<file path="src/rtl/pipeline_ctrl_if.sv">
// pipeline_ctrl_if: hazard inputs and pipe-register controls of the pipeline controller.
interface pipeline_ctrl_if #(parameter int CNT_W = 16);
  logic ihit, dhit, mem_dREN, mem_dWEN, ex_dREN, id_uses_rt, id_halt, ex_redirect, wb_halt;
  logic [4:0] ex_wsel, id_rs, id_rt;
  logic pc_en, ifid_en, idex_en, exmem_en, memwb_en;
  logic ifid_flush, idex_flush, exmem_flush, memwb_flush;
  logic halt;
  logic [CNT_W-1:0] stall_cnt, redir_cnt;
  modport master (
    output ihit, dhit, mem_dREN, mem_dWEN, ex_dREN, ex_wsel, id_rs, id_rt, id_uses_rt, id_halt, ex_redirect, wb_halt,
    input pc_en, ifid_en, idex_en, exmem_en, memwb_en, ifid_flush, idex_flush, exmem_flush, memwb_flush,
    input halt, stall_cnt, redir_cnt
  );
  modport slave (
    input ihit, dhit, mem_dREN, mem_dWEN, ex_dREN, ex_wsel, id_rs, id_rt, id_uses_rt, id_halt, ex_redirect, wb_halt,
    output pc_en, ifid_en, idex_en, exmem_en, memwb_en, ifid_flush, idex_flush, exmem_flush, memwb_flush,
    output halt, stall_cnt, redir_cnt
  );
endinterface

</file>
<file path="src/rtl/pipeline_ctrl.sv">
// pipeline_ctrl: hazard/sequencing controller for the 5-stage pipe, with halt drain and debug counters.
module pipeline_ctrl #(
  parameter int CNT_W = 16
) (
  input logic CLK,
  input logic nRST,
  pipeline_ctrl_if.slave bus
);
  typedef enum logic [1:0] {RUN, DRAIN, HALTED} state_t;
  state_t state, nxt;
  logic mem_wait, load_use, stall_inc, redir_inc;
  assign mem_wait = (bus.mem_dREN | bus.mem_dWEN) & ~bus.dhit;
  assign load_use = bus.ex_dREN & (bus.ex_wsel != 5'd0) &
                    ((bus.ex_wsel == bus.id_rs) | (bus.id_uses_rt & (bus.ex_wsel == bus.id_rt)));
  always_comb begin
    nxt = state;
    stall_inc = 1'b0;
    redir_inc = 1'b0;
    {bus.pc_en, bus.ifid_en, bus.idex_en, bus.exmem_en, bus.memwb_en} = '1;
    {bus.ifid_flush, bus.idex_flush, bus.exmem_flush, bus.memwb_flush} = '0;
    if (!nRST) begin
      {bus.pc_en, bus.ifid_en, bus.idex_en, bus.exmem_en, bus.memwb_en} = '0;
      {bus.ifid_flush, bus.idex_flush, bus.exmem_flush, bus.memwb_flush} = '1;
    end else begin
      case (state)
        RUN: begin
          if (mem_wait) begin
            {bus.pc_en, bus.ifid_en, bus.idex_en, bus.exmem_en} = '0;
            bus.memwb_flush = 1'b1;
            stall_inc = 1'b1;
          end else if (bus.ex_redirect) begin
            bus.ifid_flush = 1'b1;
            bus.idex_flush = 1'b1;
            redir_inc = 1'b1;
          end else if (load_use) begin
            bus.pc_en = 1'b0;
            bus.ifid_en = 1'b0;
            bus.idex_flush = 1'b1;
            stall_inc = 1'b1;
          end else if (!bus.ihit) begin
            bus.pc_en = 1'b0;
            bus.ifid_flush = 1'b1;
            stall_inc = 1'b1;
          end else if (bus.id_halt) begin
            nxt = DRAIN;
          end
        end
        DRAIN: begin
          bus.pc_en = 1'b0;
          bus.ifid_en = 1'b0;
          bus.ifid_flush = 1'b1;
          if (mem_wait) begin
            bus.idex_en = 1'b0;
            bus.exmem_en = 1'b0;
            bus.memwb_flush = 1'b1;
            stall_inc = 1'b1;
          end
          if (bus.wb_halt) nxt = HALTED;
        end
        default: begin
          {bus.pc_en, bus.ifid_en, bus.idex_en, bus.exmem_en, bus.memwb_en} = '0;
          nxt = HALTED;
        end
      endcase
    end
  end
  always_ff @(posedge CLK) begin
    if (!nRST) begin
      state <= RUN;
      bus.halt <= 1'b0;
      bus.stall_cnt <= '0;
      bus.redir_cnt <= '0;
    end else begin
      state <= nxt;
      bus.halt <= (nxt == HALTED);
      bus.stall_cnt <= (stall_inc && !(&bus.stall_cnt)) ? bus.stall_cnt + 1'b1 : bus.stall_cnt;
      bus.redir_cnt <= (redir_inc && !(&bus.redir_cnt)) ? bus.redir_cnt + 1'b1 : bus.redir_cnt;
    end
  end
endmodule
</file>
<file path="src/flat_wrapper.sv">
// flat-port wrapper written by rule: the top's interface ports become plain ports
module pipeline_ctrl_flat 
#(
  parameter int CNT_W = 16
)
  (CLK, nRST, bus_ihit, bus_dhit, bus_mem_dREN, bus_mem_dWEN, bus_ex_dREN, bus_ex_wsel, bus_id_rs, bus_id_rt, bus_id_uses_rt, bus_id_halt, bus_ex_redirect, bus_wb_halt, bus_pc_en, bus_ifid_en, bus_idex_en, bus_exmem_en, bus_memwb_en, bus_ifid_flush, bus_idex_flush, bus_exmem_flush, bus_memwb_flush, bus_halt, bus_stall_cnt, bus_redir_cnt);
  pipeline_ctrl_if #(.CNT_W(CNT_W)) bus_i ();
  input logic CLK;
  input logic nRST;
  input wire logic [$bits(bus_i.ihit)-1:0] bus_ihit;
  input wire logic [$bits(bus_i.dhit)-1:0] bus_dhit;
  input wire logic [$bits(bus_i.mem_dREN)-1:0] bus_mem_dREN;
  input wire logic [$bits(bus_i.mem_dWEN)-1:0] bus_mem_dWEN;
  input wire logic [$bits(bus_i.ex_dREN)-1:0] bus_ex_dREN;
  input wire logic [$bits(bus_i.ex_wsel)-1:0] bus_ex_wsel;
  input wire logic [$bits(bus_i.id_rs)-1:0] bus_id_rs;
  input wire logic [$bits(bus_i.id_rt)-1:0] bus_id_rt;
  input wire logic [$bits(bus_i.id_uses_rt)-1:0] bus_id_uses_rt;
  input wire logic [$bits(bus_i.id_halt)-1:0] bus_id_halt;
  input wire logic [$bits(bus_i.ex_redirect)-1:0] bus_ex_redirect;
  input wire logic [$bits(bus_i.wb_halt)-1:0] bus_wb_halt;
  output wire logic [$bits(bus_i.pc_en)-1:0] bus_pc_en;
  output wire logic [$bits(bus_i.ifid_en)-1:0] bus_ifid_en;
  output wire logic [$bits(bus_i.idex_en)-1:0] bus_idex_en;
  output wire logic [$bits(bus_i.exmem_en)-1:0] bus_exmem_en;
  output wire logic [$bits(bus_i.memwb_en)-1:0] bus_memwb_en;
  output wire logic [$bits(bus_i.ifid_flush)-1:0] bus_ifid_flush;
  output wire logic [$bits(bus_i.idex_flush)-1:0] bus_idex_flush;
  output wire logic [$bits(bus_i.exmem_flush)-1:0] bus_exmem_flush;
  output wire logic [$bits(bus_i.memwb_flush)-1:0] bus_memwb_flush;
  output wire logic [$bits(bus_i.halt)-1:0] bus_halt;
  output wire logic [$bits(bus_i.stall_cnt)-1:0] bus_stall_cnt;
  output wire logic [$bits(bus_i.redir_cnt)-1:0] bus_redir_cnt;
  assign bus_i.ihit = bus_ihit;
  assign bus_i.dhit = bus_dhit;
  assign bus_i.mem_dREN = bus_mem_dREN;
  assign bus_i.mem_dWEN = bus_mem_dWEN;
  assign bus_i.ex_dREN = bus_ex_dREN;
  assign bus_i.ex_wsel = bus_ex_wsel;
  assign bus_i.id_rs = bus_id_rs;
  assign bus_i.id_rt = bus_id_rt;
  assign bus_i.id_uses_rt = bus_id_uses_rt;
  assign bus_i.id_halt = bus_id_halt;
  assign bus_i.ex_redirect = bus_ex_redirect;
  assign bus_i.wb_halt = bus_wb_halt;
  assign bus_pc_en = bus_i.pc_en;
  assign bus_ifid_en = bus_i.ifid_en;
  assign bus_idex_en = bus_i.idex_en;
  assign bus_exmem_en = bus_i.exmem_en;
  assign bus_memwb_en = bus_i.memwb_en;
  assign bus_ifid_flush = bus_i.ifid_flush;
  assign bus_idex_flush = bus_i.idex_flush;
  assign bus_exmem_flush = bus_i.exmem_flush;
  assign bus_memwb_flush = bus_i.memwb_flush;
  assign bus_halt = bus_i.halt;
  assign bus_stall_cnt = bus_i.stall_cnt;
  assign bus_redir_cnt = bus_i.redir_cnt;
  pipeline_ctrl #(.CNT_W(CNT_W)) u_core (.CLK(CLK), .nRST(nRST), .bus(bus_i));
endmodule
</file>
<file path="config.mk">
export PLATFORM = sky130hd
export DESIGN_NAME = pipeline_ctrl_flat
export DESIGN_NICKNAME = d
export VERILOG_FILES = /design/src/rtl/pipeline_ctrl_if.sv /design/src/rtl/pipeline_ctrl.sv /design/src/flat_wrapper.sv
export SDC_FILE = /design/constraint.sdc
export NUM_CORES = 1
export LEC_CHECK = 0
export CAP_MARGIN = 40
export CORE_ASPECT_RATIO = 1.2
export CORE_UTILIZATION = 48
export DETAILED_ROUTE_END_ITERATION = 12
export GPL_TIMING_DRIVEN = 0
export PLACE_DENSITY = 0.85
export RECOVER_POWER = 100
export SYNTH_ARGS = -nofsm -noshare
export SYNTH_HDL_FRONTEND = slang
export SYNTH_SLANG_ARGS = --single-unit
</file>
<file path="constraint.sdc">
create_clock -name CLK -period 5.2 [get_ports CLK]
set_input_delay 1.04 -clock CLK [delete_from_list [all_inputs] [get_ports CLK]]
set_output_delay 1.04 -clock CLK [all_outputs]
set_load 0.01 [all_outputs]
</file>
==> results.cfg <==
[clocking]
cts_hold_buf = 0
htree_num_levels = 2
root_buffer = clkbuf_8
cts_buffers = 5
cts_tree = done
ctsResizeCount = 0
post_cts_buffers = 0
clk_latency_ns = 0.28
clk_path_buf_depth = 2
clock-sinks = 35
path_clk_slew_ns = 0.07

[global_route]
grt-ovfl-total = 0
grt_pass1_wl_mm = 8.487
antenna_found_initial = 0
grtUsageMet3 = 0.05667
grt_use_met2 = 0.4382
track_usage = 0.2579
grt_pass1_vias = 1934
grt_max_degree = 12
grt.met1_usage = 0.2979
top_usage_layer = met2

[sta]
worst_pin_slew_ns = 0.8871
slew_violations = 0
rsz0062_at_grt = false
fin_crit_ns = 4.495
hold_viol = 0
max_slew_margin = 0.4031
setup_viol = 0
fmax_ghz = 0.2225
skew_ns = 0.006952
tns_ns = 0
period_share = 0.8645
setup_ws_ns = 0.7048

[die]
die_area_um2 = 4222
core_area_um2 = 3724
row_count = 24
die_h_um = 70.98
die_w_um = 59.48
start_util = 0.5111
io_pins = 68

[power_and_ir_drop]
peakVddDrop_v = 0.0001338
cellLeakagePower_nw = 1.051
power_mw = 0.5457
power_density_nw_per_um2 = 201.7

[synthesis]
yosysTopAreaCell = dfxtp_1
ys_ff_latch = 35
synth_edf_count = 0
synth_area_leaders = dfxtp_1 37%, xor2_1 7.8%, nor2_1 5.7%, a21oi_1 3.9%, nand3_1 3.9%
synth_top_area_frac = 0.3682
async_reset_ff_frac = 0
ys_types = 35
yosys_warnings = 0
syn-num-nets = 263
synth_ff_type = dfxtp_1
yosysMostFrequentCell = dfxtp_1
yosysSeqAreaShare = 0.3682
netlist_area_um2 = 1903
syn_inst = 235
ys_top_cells_by_count = 35 x dfxtp_1, 29 x nor2_1, 17 x xor2_1
syn_area_per_cell_um2 = 8.098

[detailed_routing]
drc_errors = 0
detail_route.first_pass.iterations = 5
viasPerCell = 5.596
drt_iter0_drc = 111
ant_nets = 0
drt_wl_total_mm = 4.920
dr_total_vias = 2020
wl_per_cell_um = 13.63

[worst_hold_path]
hold_path_class = reg -> reg
worstHoldPathCells = 2

[placement]
io_buffers = 66
dp_slack_ns = 0.7995
dp_hpwl_mm = 3.638
gp_congestion = 0.8559
placed_area_um2 = 2629

[critical_path]
crit_top_cell = dlygate4sd3_1
worstPathMaxFanout = 4
cp-start-kind = primary input
required_ns = 4.16
crit_arrival_ns = 3.46
r2r_cells = 7
worst_path_max_delay_cell = dlygate4sd3_1
end_kind = primary output
worst-setup-path-type = in -> out
max_stage_delay_ns = 0.64
cp_cell_sequence = dlygate4sd3_1 > xor2_1 > nor4_1 > a32oi_1 > nor2_1 > o21a_1 > o31ai_1 > dlygate4sd3_1

[final_layout]
syn_to_final_growth_pct = 42.14
n_antenna_cell = 0
final_design_area_no_fill_um2 = 2705
drive_gt1_frac = 0.04207
fin_nets = 336

[run]
drv_cap = 0

[outcome]
status = complete, no violations
critical path, delay by kind of cell:
| kind | cells | cell delay [ns] |
|---|---|---|
| compound gates | 3 | 0.78 |
| buf+inv | 2 | 1.26 |
| xor+xnor | 1 | 0.17 |
| simple gates | 2 | 0.21 |
layout make-up:
class,count,area [um^2]
Clock inverter,2,12.51
Multi-Input combinational cell,186,1135
Buffer,12,51.30
Clock buffer,6,72.57
Fill cell,320,1018
Sequential cell,35,700.7
Inverter,2,7.507
Timing Repair Buffer,66,660.6
Tap cell,52,65.06
per-stage QoR:
step / std cells / hold WS (ns) / util
after detailed placement: 353 / 0.4802 / 0.7060
after global routing: 361 / 0.5093 / 0.7265
final: 361 / 0.4874 / 0.7265
after CTS: 361 / 0.4898 / 0.7288
after global placement: 353 / 0.4701 / 0.7060
after floorplan: 235 / 0.4944 / -
cell families (layout without fill, tap and decap cells):
family                   after synthesis  in the layout  share of synthesized area
AO/OA/AOI/OAI                         44             44                     0.1479
XOR/XNOR                              22             22                     0.1012
adder cells (fa/ha/maj)                2              2                    0.01315
buffers and inverters                 14             88                    0.03551
flip-flops                            35             35                     0.3682
multiplexers                           4              4                    0.02104
AND/OR/NAND/NOR                      114            114                     0.3130
placed cells by master (no fill, tap or decap), types with 2 or more instances in the layout:
| cell type | n |
|---|---|
| clkbuf_1 | 10 |
| xnor2_1 | 5 |
| or3_1 | 5 |
| o31a_1 | 2 |
| nor3_1 | 8 |
| xor2_1 | 17 |
| o21a_1 | 5 |
| nand2b_1 | 4 |
| and3_1 | 7 |
| nand3_1 | 15 |
| nand2_1 | 16 |
| nor2_1 | 29 |
| clkbuf_8 | 5 |
| o31ai_1 | 7 |
| clkdlybuf4s50_1 | 21 |
| nand4_1 | 7 |
| buf_2 | 2 |
| inv_1 | 2 |
| dlygate4sd3_1 | 45 |
| ha_1 | 2 |
| and4_1 | 3 |
| a21oi_1 | 15 |
| mux2i_1 | 4 |
| o21ai_0 | 10 |
| or4_1 | 8 |
| dfxtp_1 | 35 |
| nor4_1 | 7 |
flip-flops by register name (all words and copies together), names as in the netlist:
signal / count
u_core.bus.stall_cnt: 16
u_core.state: 2
u_core.bus.halt: 1
u_core.bus.redir_cnt: 16
per-layer routing:
metal / routed length [um] / up-vias
li1: - / 1002
met1: 1972 / 922
met2: 2513 / 83
met3: 319 / 13
met4: 114 / 0
met5: 0 / -
where the power goes:
part           total, mW  leakage [nW]  switching [mW]  internal, mW
clock              0.191        0.0412          0.0978        0.0936
sequential         0.274         0.282         0.00344         0.271
combinational     0.0799         0.727          0.0391        0.0409
final timing paths:
check | start | endpoint | slack (ns)
worst max-delay path | bus_ex_wsel[1] | bus_ifid_flush | 0.70
worst min-delay path | u_core.bus.stall_cnt[10]$_SDFFE_PN0P_ | u_core.bus.stall_cnt[10]$_SDFFE_PN0P_ | 0.49
worst max register to register | u_core.state[1]$_SDFF_PN0_ | u_core.bus.stall_cnt[6]$_SDFFE_PN0P_ | 2.87
worst min register to register | u_core.bus.stall_cnt[10]$_SDFFE_PN0P_ | u_core.bus.stall_cnt[10]$_SDFFE_PN0P_ | 0.49
Power figures use the tool's default switching activity.
